## src/rtl/mem_arbiter_pkg.sv

```systemverilog
// Shared types for the RAM arbiter: FSM states,
// port ownership and starvation counter width.
package mem_arb_pkg;

  localparam int CNT_W = 4;

  typedef enum logic [1:0] {
    IDLE  = 2'd0,
    ISSUE = 2'd1,
    RESP  = 2'd2
  } state_e;

  typedef enum logic {
    OWN_C = 1'b0,
    OWN_L = 1'b1
  } owner_e;

endpackage

```

## src/rtl/mem_arbiter_if.sv

```systemverilog
// CPU, loader and RAM signal bundle of the arbiter.
// slave: arbiter side; master: requesters and RAM side.
interface mem_arbiter_if #(
  parameter int ADDR_W = 8,
  parameter int DATA_W = 16
);
  logic              cpu_req;
  logic              cpu_we;
  logic [ADDR_W-1:0] cpu_addr;
  logic [DATA_W-1:0] cpu_wdata;
  logic              cpu_gnt;
  logic              cpu_valid;
  logic [DATA_W-1:0] cpu_rdata;

  logic              ld_req;
  logic              ld_we;
  logic [ADDR_W-1:0] ld_addr;
  logic [DATA_W-1:0] ld_wdata;
  logic              ld_gnt;
  logic              ld_valid;
  logic [DATA_W-1:0] ld_rdata;

  logic [ADDR_W-1:0] mem_addr;
  logic              mem_we;
  logic [DATA_W-1:0] mem_wdata;
  logic [DATA_W-1:0] mem_rdata;

  logic              busy;

  modport slave (
    input  cpu_req, cpu_we, cpu_addr, cpu_wdata,
    output cpu_gnt, cpu_valid, cpu_rdata,
    input  ld_req, ld_we, ld_addr, ld_wdata,
    output ld_gnt, ld_valid, ld_rdata,
    output mem_addr, mem_we, mem_wdata,
    input  mem_rdata,
    output busy
  );

  modport master (
    output cpu_req, cpu_we, cpu_addr, cpu_wdata,
    input  cpu_gnt, cpu_valid, cpu_rdata,
    output ld_req, ld_we, ld_addr, ld_wdata,
    input  ld_gnt, ld_valid, ld_rdata,
    input  mem_addr, mem_we, mem_wdata,
    output mem_rdata,
    input  busy
  );

endinterface

```

## src/rtl/mem_arbiter_sel.sv

```systemverilog
// Winner select: fixed C priority, L forced through
// after MAX_WAIT consecutive lost arbitrations.
module mem_arb_sel
  import mem_arb_pkg::*;
#(
  parameter int MAX_WAIT = 4
) (
  input  logic clk,
  input  logic rst_ni,
  input  logic cpu_req_i,
  input  logic ld_req_i,
  input  logic en_i,
  output logic sel_c_o,
  output logic sel_l_o
);

  localparam logic [CNT_W-1:0] LIMIT = CNT_W'(MAX_WAIT);

  logic [CNT_W-1:0] cnt_q;
  logic [CNT_W-1:0] cnt_d;
  logic             starved;

  assign starved = (cnt_q == LIMIT);
  assign sel_l_o = en_i & ld_req_i
                 & (~cpu_req_i | starved);
  assign sel_c_o = en_i & cpu_req_i & ~sel_l_o;

  // Only IDLE edges count; a pending L that loses
  // bumps the count, an absent L or an L grant clears.
  always_comb begin
    cnt_d = cnt_q;
    if (en_i) begin
      if (!ld_req_i || sel_l_o) begin
        cnt_d = '0;
      end else if (!starved) begin
        cnt_d = cnt_q + CNT_W'(1);
      end
    end
  end

  always_ff @(posedge clk or negedge rst_ni) begin
    if (!rst_ni) begin
      cnt_q <= '0;
    end else begin
      cnt_q <= cnt_d;
    end
  end

endmodule

```

## src/rtl/mem_arbiter.sv

```systemverilog
// Two-port arbiter and sequencer for a single-port RAM:
// IDLE captures a winner, ISSUE drives RAM, RESP returns.
module mem_arbiter
  import mem_arb_pkg::*;
#(
  parameter int ADDR_W   = 8,
  parameter int DATA_W   = 16,
  parameter int MAX_WAIT = 4
) (
  input  logic         clk,
  input  logic         reset,
  mem_arbiter_if.slave bus
);

  state_e            state_q;
  owner_e            own_q;
  logic              we_q;
  logic [ADDR_W-1:0] addr_q;
  logic [DATA_W-1:0] wdata_q;
  logic              cgnt_q;
  logic              lgnt_q;
  logic              cval_q;
  logic              lval_q;
  logic [DATA_W-1:0] crd_q;
  logic [DATA_W-1:0] lrd_q;
  logic              sel_c;
  logic              sel_l;
  logic              arb_en;

  assign arb_en = (state_q == IDLE);

  mem_arb_sel #(
    .MAX_WAIT (MAX_WAIT)
  ) u_sel (
    .clk       (clk),
    .rst_ni    (reset),
    .cpu_req_i (bus.cpu_req),
    .ld_req_i  (bus.ld_req),
    .en_i      (arb_en),
    .sel_c_o   (sel_c),
    .sel_l_o   (sel_l)
  );

  always_ff @(posedge clk or negedge reset) begin
    if (!reset) begin
      state_q <= IDLE;
      own_q   <= OWN_C;
      we_q    <= 1'b0;
      addr_q  <= '0;
      wdata_q <= '0;
      cgnt_q  <= 1'b0;
      lgnt_q  <= 1'b0;
      cval_q  <= 1'b0;
      lval_q  <= 1'b0;
      crd_q   <= '0;
      lrd_q   <= '0;
    end else begin
      cgnt_q <= 1'b0;
      lgnt_q <= 1'b0;
      cval_q <= 1'b0;
      lval_q <= 1'b0;
      unique case (state_q)
        IDLE: begin
          if (sel_c || sel_l) begin
            own_q   <= sel_l ? OWN_L : OWN_C;
            we_q    <= sel_l ? bus.ld_we
                             : bus.cpu_we;
            addr_q  <= sel_l ? bus.ld_addr
                             : bus.cpu_addr;
            wdata_q <= sel_l ? bus.ld_wdata
                             : bus.cpu_wdata;
            cgnt_q  <= sel_c;
            lgnt_q  <= sel_l;
            state_q <= ISSUE;
          end
        end
        ISSUE: begin
          state_q <= RESP;
        end
        RESP: begin
          // RAM data is registered, so it is valid here
          if (!we_q) begin
            if (own_q == OWN_L) begin
              lrd_q <= bus.mem_rdata;
            end else begin
              crd_q <= bus.mem_rdata;
            end
          end
          cval_q  <= (own_q == OWN_C);
          lval_q  <= (own_q == OWN_L);
          state_q <= IDLE;
        end
        default: begin
          state_q <= IDLE;
        end
      endcase
    end
  end

  // Write enable decodes from state so reset drops it at once
  assign bus.mem_we    = (state_q == ISSUE) & we_q;
  assign bus.mem_addr  = addr_q;
  assign bus.mem_wdata = wdata_q;
  assign bus.cpu_gnt   = cgnt_q;
  assign bus.ld_gnt    = lgnt_q;
  assign bus.cpu_valid = cval_q;
  assign bus.ld_valid  = lval_q;
  assign bus.cpu_rdata = crd_q;
  assign bus.ld_rdata  = lrd_q;
  assign bus.busy      = (state_q != IDLE);

endmodule

```

## src/flat_wrapper.sv

```systemverilog
// flat-port wrapper written by rule: the top's interface ports become plain ports
module mem_arbiter_flat import mem_arb_pkg::*;
#(
  parameter int ADDR_W   = 8,
  parameter int DATA_W   = 16,
  parameter int MAX_WAIT = 4
)
  (clk, reset, bus_cpu_req, bus_cpu_we, bus_cpu_addr, bus_cpu_wdata, bus_cpu_gnt, bus_cpu_valid, bus_cpu_rdata, bus_ld_req, bus_ld_we, bus_ld_addr, bus_ld_wdata, bus_ld_gnt, bus_ld_valid, bus_ld_rdata, bus_mem_addr, bus_mem_we, bus_mem_wdata, bus_mem_rdata, bus_busy);
  mem_arbiter_if #(.ADDR_W(ADDR_W), .DATA_W(DATA_W)) bus_i ();
  input  logic clk;
  input  logic reset;
  input wire logic [$bits(bus_i.cpu_req)-1:0] bus_cpu_req;
  input wire logic [$bits(bus_i.cpu_we)-1:0] bus_cpu_we;
  input wire logic [$bits(bus_i.cpu_addr)-1:0] bus_cpu_addr;
  input wire logic [$bits(bus_i.cpu_wdata)-1:0] bus_cpu_wdata;
  output wire logic [$bits(bus_i.cpu_gnt)-1:0] bus_cpu_gnt;
  output wire logic [$bits(bus_i.cpu_valid)-1:0] bus_cpu_valid;
  output wire logic [$bits(bus_i.cpu_rdata)-1:0] bus_cpu_rdata;
  input wire logic [$bits(bus_i.ld_req)-1:0] bus_ld_req;
  input wire logic [$bits(bus_i.ld_we)-1:0] bus_ld_we;
  input wire logic [$bits(bus_i.ld_addr)-1:0] bus_ld_addr;
  input wire logic [$bits(bus_i.ld_wdata)-1:0] bus_ld_wdata;
  output wire logic [$bits(bus_i.ld_gnt)-1:0] bus_ld_gnt;
  output wire logic [$bits(bus_i.ld_valid)-1:0] bus_ld_valid;
  output wire logic [$bits(bus_i.ld_rdata)-1:0] bus_ld_rdata;
  output wire logic [$bits(bus_i.mem_addr)-1:0] bus_mem_addr;
  output wire logic [$bits(bus_i.mem_we)-1:0] bus_mem_we;
  output wire logic [$bits(bus_i.mem_wdata)-1:0] bus_mem_wdata;
  input wire logic [$bits(bus_i.mem_rdata)-1:0] bus_mem_rdata;
  output wire logic [$bits(bus_i.busy)-1:0] bus_busy;
  assign bus_i.cpu_req = bus_cpu_req;
  assign bus_i.cpu_we = bus_cpu_we;
  assign bus_i.cpu_addr = bus_cpu_addr;
  assign bus_i.cpu_wdata = bus_cpu_wdata;
  assign bus_cpu_gnt = bus_i.cpu_gnt;
  assign bus_cpu_valid = bus_i.cpu_valid;
  assign bus_cpu_rdata = bus_i.cpu_rdata;
  assign bus_i.ld_req = bus_ld_req;
  assign bus_i.ld_we = bus_ld_we;
  assign bus_i.ld_addr = bus_ld_addr;
  assign bus_i.ld_wdata = bus_ld_wdata;
  assign bus_ld_gnt = bus_i.ld_gnt;
  assign bus_ld_valid = bus_i.ld_valid;
  assign bus_ld_rdata = bus_i.ld_rdata;
  assign bus_mem_addr = bus_i.mem_addr;
  assign bus_mem_we = bus_i.mem_we;
  assign bus_mem_wdata = bus_i.mem_wdata;
  assign bus_i.mem_rdata = bus_mem_rdata;
  assign bus_busy = bus_i.busy;
  mem_arbiter #(.ADDR_W(ADDR_W), .DATA_W(DATA_W), .MAX_WAIT(MAX_WAIT)) u_core (.clk(clk), .reset(reset), .bus(bus_i));
endmodule
```

## config.mk

```make
export PLATFORM = sky130hd
export DESIGN_NAME = mem_arbiter_flat
export DESIGN_NICKNAME = d
export VERILOG_FILES = /design/src/rtl/mem_arbiter_pkg.sv /design/src/rtl/mem_arbiter_if.sv /design/src/rtl/mem_arbiter_sel.sv /design/src/rtl/mem_arbiter.sv /design/src/flat_wrapper.sv
export SDC_FILE = /design/constraint.sdc
export NUM_CORES = 1
export LEC_CHECK = 0
export BUFFER_PORTS_ARGS = -buffer_cell sky130_fd_sc_hd__buf_2
export CORE_UTILIZATION = 50
export CTS_BUF_LIST = sky130_fd_sc_hd__clkbuf_2 sky130_fd_sc_hd__clkbuf_4 sky130_fd_sc_hd__clkbuf_8
export DETAILED_ROUTE_END_ITERATION = 7
export GPL_ROUTABILITY_DRIVEN = 0
export GPL_TIMING_DRIVEN = 0
export PLACE_DENSITY = 0.95
export SYNTH_ARGS = -nofsm -noshare
export SYNTH_HDL_FRONTEND = slang
export SYNTH_SLANG_ARGS = --single-unit
```

## constraint.sdc

```tcl
create_clock -name clk -period 2.7 [get_ports clk]
set_input_delay 0.135 -clock clk [delete_from_list [all_inputs] [get_ports clk]]
set_output_delay 0.135 -clock clk [all_outputs]
set_load 0.05 [all_outputs]
```

==> metrics.md <==
| Metric | Value |
|---|---|
| Drt first pass iters | `4` |
| IO Pins | `132` |
| Fin crit share | `66.4%` |
| Most frequent cell after synthesis | `dfrtp_1` |
| Max Slew Vio Count | `0` |
| Unrepaired setup endpoints after global routing | `no` |
| Core footprint | `5510 um2` |
| Worst Hold Slack | `0.0186 ns` |
| Post-synth EDFFs | `0` |
| DRT iter0 DRCs | `101` |
| Antenna-violating nets left | `0` |
| Synth area leaders | `dfrtp_1 59%, mux2_2 12%, a221o_1 8.7%, a21boi_0 6.5%, buf_6 2.7%` |
| Max_slew headroom | `44.8%` |
| CTS tree | `built` |
| Full die area | `6060 um2` |
| Vias in the first global route | `2228` |
| Average wire per standard cell | `16.3 um` |
| Commonest cells post-synth | `68 x dfrtp_1, 30 x mux2_2, 25 x a21boi_0, 25 x a221o_1, 7 x buf_6` |
| Critical Path Fanout Max | `10` |
| Area leader, netlist | `dfrtp_1` |
| Starting Density | `52.2%` |
| Final Critical Period | `1.79 ns` |
| Via/cell ratio | `5.40` |
| PostCTS Resize Cnt | `0` |
| Syn nets | `271` |
| Seq/Total Area, Yosys | `59.2%` |
| Worst Hold Class | `in2reg` |
| Clk_skew | `0.00693 ns` |
| Clock Tree Root | `clkbuf_8` |
| Yosys warns | `0` |
| Pleak | `1.93 nW` |
| Area share of the largest cell type after synthesis | `59.2%` |
| Count of final setup violators | `0` |
| Slew @ Worst Pin | `0.828 ns` |
| Via Count | `2261` |
| Die X | `77.8 um` |
| Nature of the critical path startpoint | `flop` |
| ANT cells | `0` |
| Hold buffer count at CTS | `1` |
| Post-route setup slack | `0.907 ns` |
| Max cap viols | `0` |
| Inserted Clock Buffers | `9` |
| Post-synthesis async set-or-reset flop share | `100%` |
| Hold Violations, Final | `0` |
| DRT Wirelength | `6.82 mm` |
| Fmax achieved | `558 MHz` |
| Sink Count | `68` |
| # H-tree levels | `3` |
| Total chip power | `5.88 mW` |
| Post-route DRC | `0` |
| Synthesized area per cell | `14.4 um2` |
| Post-Synthesis Cells | `199` |
| Clk_lat worst skew | `0.34 ns` |
| Synthesized flop and latch total | `68` |
| Fillers | `397` |
| Share of cells above drive strength 1 | `55.6%` |
| Placement row count | `27` |
| Total setup buffers inserted after CTS | `0` |
| VDD IR max | `0.980 mV` |
| Total congestion overflow | `0` |
| Data required, critical path | `2.97 ns` |
| First-pass GRT wire length | `10.9 mm` |
| Multi-input logic area | `1050 um2` |
| Worst setup EP type | `flop` |
| Post-synth cell types | `31` |
| Global router's overall resource usage | `24.0%` |
| Main synth FF type | `dfrtp_1` |
| Area delta synth->final | `33.7%` |
| Die H | `77.8 um` |
| Crit path DAT | `2.07 ns` |
| Status | `completed` |
| Largest net degree at the start of global routing | `69` |
| Initial antenna violation count | `0` |
| CTS Buffer Depth | `2` |
| Dpl ws | `0.913 ns` |
| Final core occ | `69.8%` |
| Synthesized area | `2870 um2` |
| Pwr Density | `1530 nW/um2` |
| Area occupied by registers | `1700 um2` |
| Detail Placement HPWL | `4.94 mm` |
| CP Class | `reg2reg` |
| Clock-pin slew on the worst setup and hold paths | `0.08 ns` |
| Setup TNS | `0 ns` |
| Final #Nets | `414` |
| PortBufs | `131` |
==> worst paths after layout <==
kind / end / slack (ns) / from / cells after the start
worst max register to register: u_core.bus.mem_wdata[9] / 0.91 / u_core.u_sel.cnt_q[0] / 6
max in group asynchronous: u_core.bus.mem_wdata[13] / 1.72 / reset / 2
worst min-delay path: u_core.we_q / 0.02 / bus_ld_we / 2
worst min register to register: u_core.bus.ld_rdata[13] / 0.50 / u_core.bus.ld_rdata[13] / 1
worst max-delay path: u_core.bus.mem_wdata[9] / 0.91 / u_core.u_sel.cnt_q[0] / 6
min in group asynchronous: u_core.bus.cpu_rdata[1] / 0.43 / reset / 2
==> per-layer routing <==
| layer | up-vias | GRT usage, % | part of all wire, % |
|---|---|---|---|
| li1 | 1035 | - | - |
| met4 | 0 | 11.5 | 2.5 |
| met5 | - | 0 | 0 |
| met1 | 1108 | 28.6 | 41 |
| met3 | 18 | 4.71 | 5.7 |
| met2 | 100 | 41.4 | 51 |
==> stage by stage <==
step / cell area, um2 / std cells
after floorplan: 2870 / 199
after global placement: 3620 / 402
after detailed placement: 3620 / 402
after CTS: 3840 / 419
after global routing: 3840 / 419
final: 3840 / 419
==> cells in the final DEF (no fill, tap or decap), types with 4 or more instances in the layout <==
cell type and n:
inv_1 4, a21boi_0 25, clkbuf_1 4, buf_2 131, dfrtp_1 68, buf_6 7
mux2_2 30, a221o_1 25, nand2_1 4, clkbuf_8 11
==> report_power, final <==
part	total (mW)	switching [mW]	internal (mW)	leakage, nW
Sequential	1.75	0.265	1.49	0.842
Combinational	3.25	2.30	0.947	0.982
Clock	0.871	0.392	0.478	0.106
Total	5.88	2.96	2.92	1.93
==> final cells by class <==
class	instances	share of cell area (%)
plain buffers	13	2.77
clock buffers	11	3.94
clock inverters	5	1.56
inverters	5	0.488
multi-input cells	113	27.2
flip-flops and latches	68	44.3
well taps	72	2.34
repair buffers	132	17.4
==> cell families (layout without fill, tap and decap cells) <==
group           count (synthesis)  count (layout)  synth area share, %
flops                          68              68                 59.2
mux                            33              33                 12.9
fa+ha+maj                       2               2                0.871
simple gates                   20              20                 4.92
compound gates                 58              58                 17.8
buf+inv                        18             166                 4.35
==> state kept, by name, summed over array words and instances (netlist names) <==
| register | cells |
|---|---|
| u_core.bus.cpu_rdata | 16 |
| u_core.bus.cpu_gnt | 1 |
| u_core.bus.mem_addr | 8 |
| u_core.bus.mem_wdata | 16 |
| u_core.bus.ld_rdata | 16 |
| u_core.bus.ld_valid | 1 |
| u_core.u_sel.cnt_q | 4 |
| u_core.we_q | 1 |
| u_core.state_q | 2 |
| u_core.own_q | 1 |
| u_core.bus.cpu_valid | 1 |
| u_core.bus.ld_gnt | 1 |
==> worst max-delay path: stages (launching register included) <==
cell,delay (ns)
dfrtp_1,0.41
inv_1,0.09
ha_1,0.21
nand3b_4,0.12
a211oi_4,0.51
buf_6,0.22
a221o_1,0.17
(Power assumes the default switching activity.)
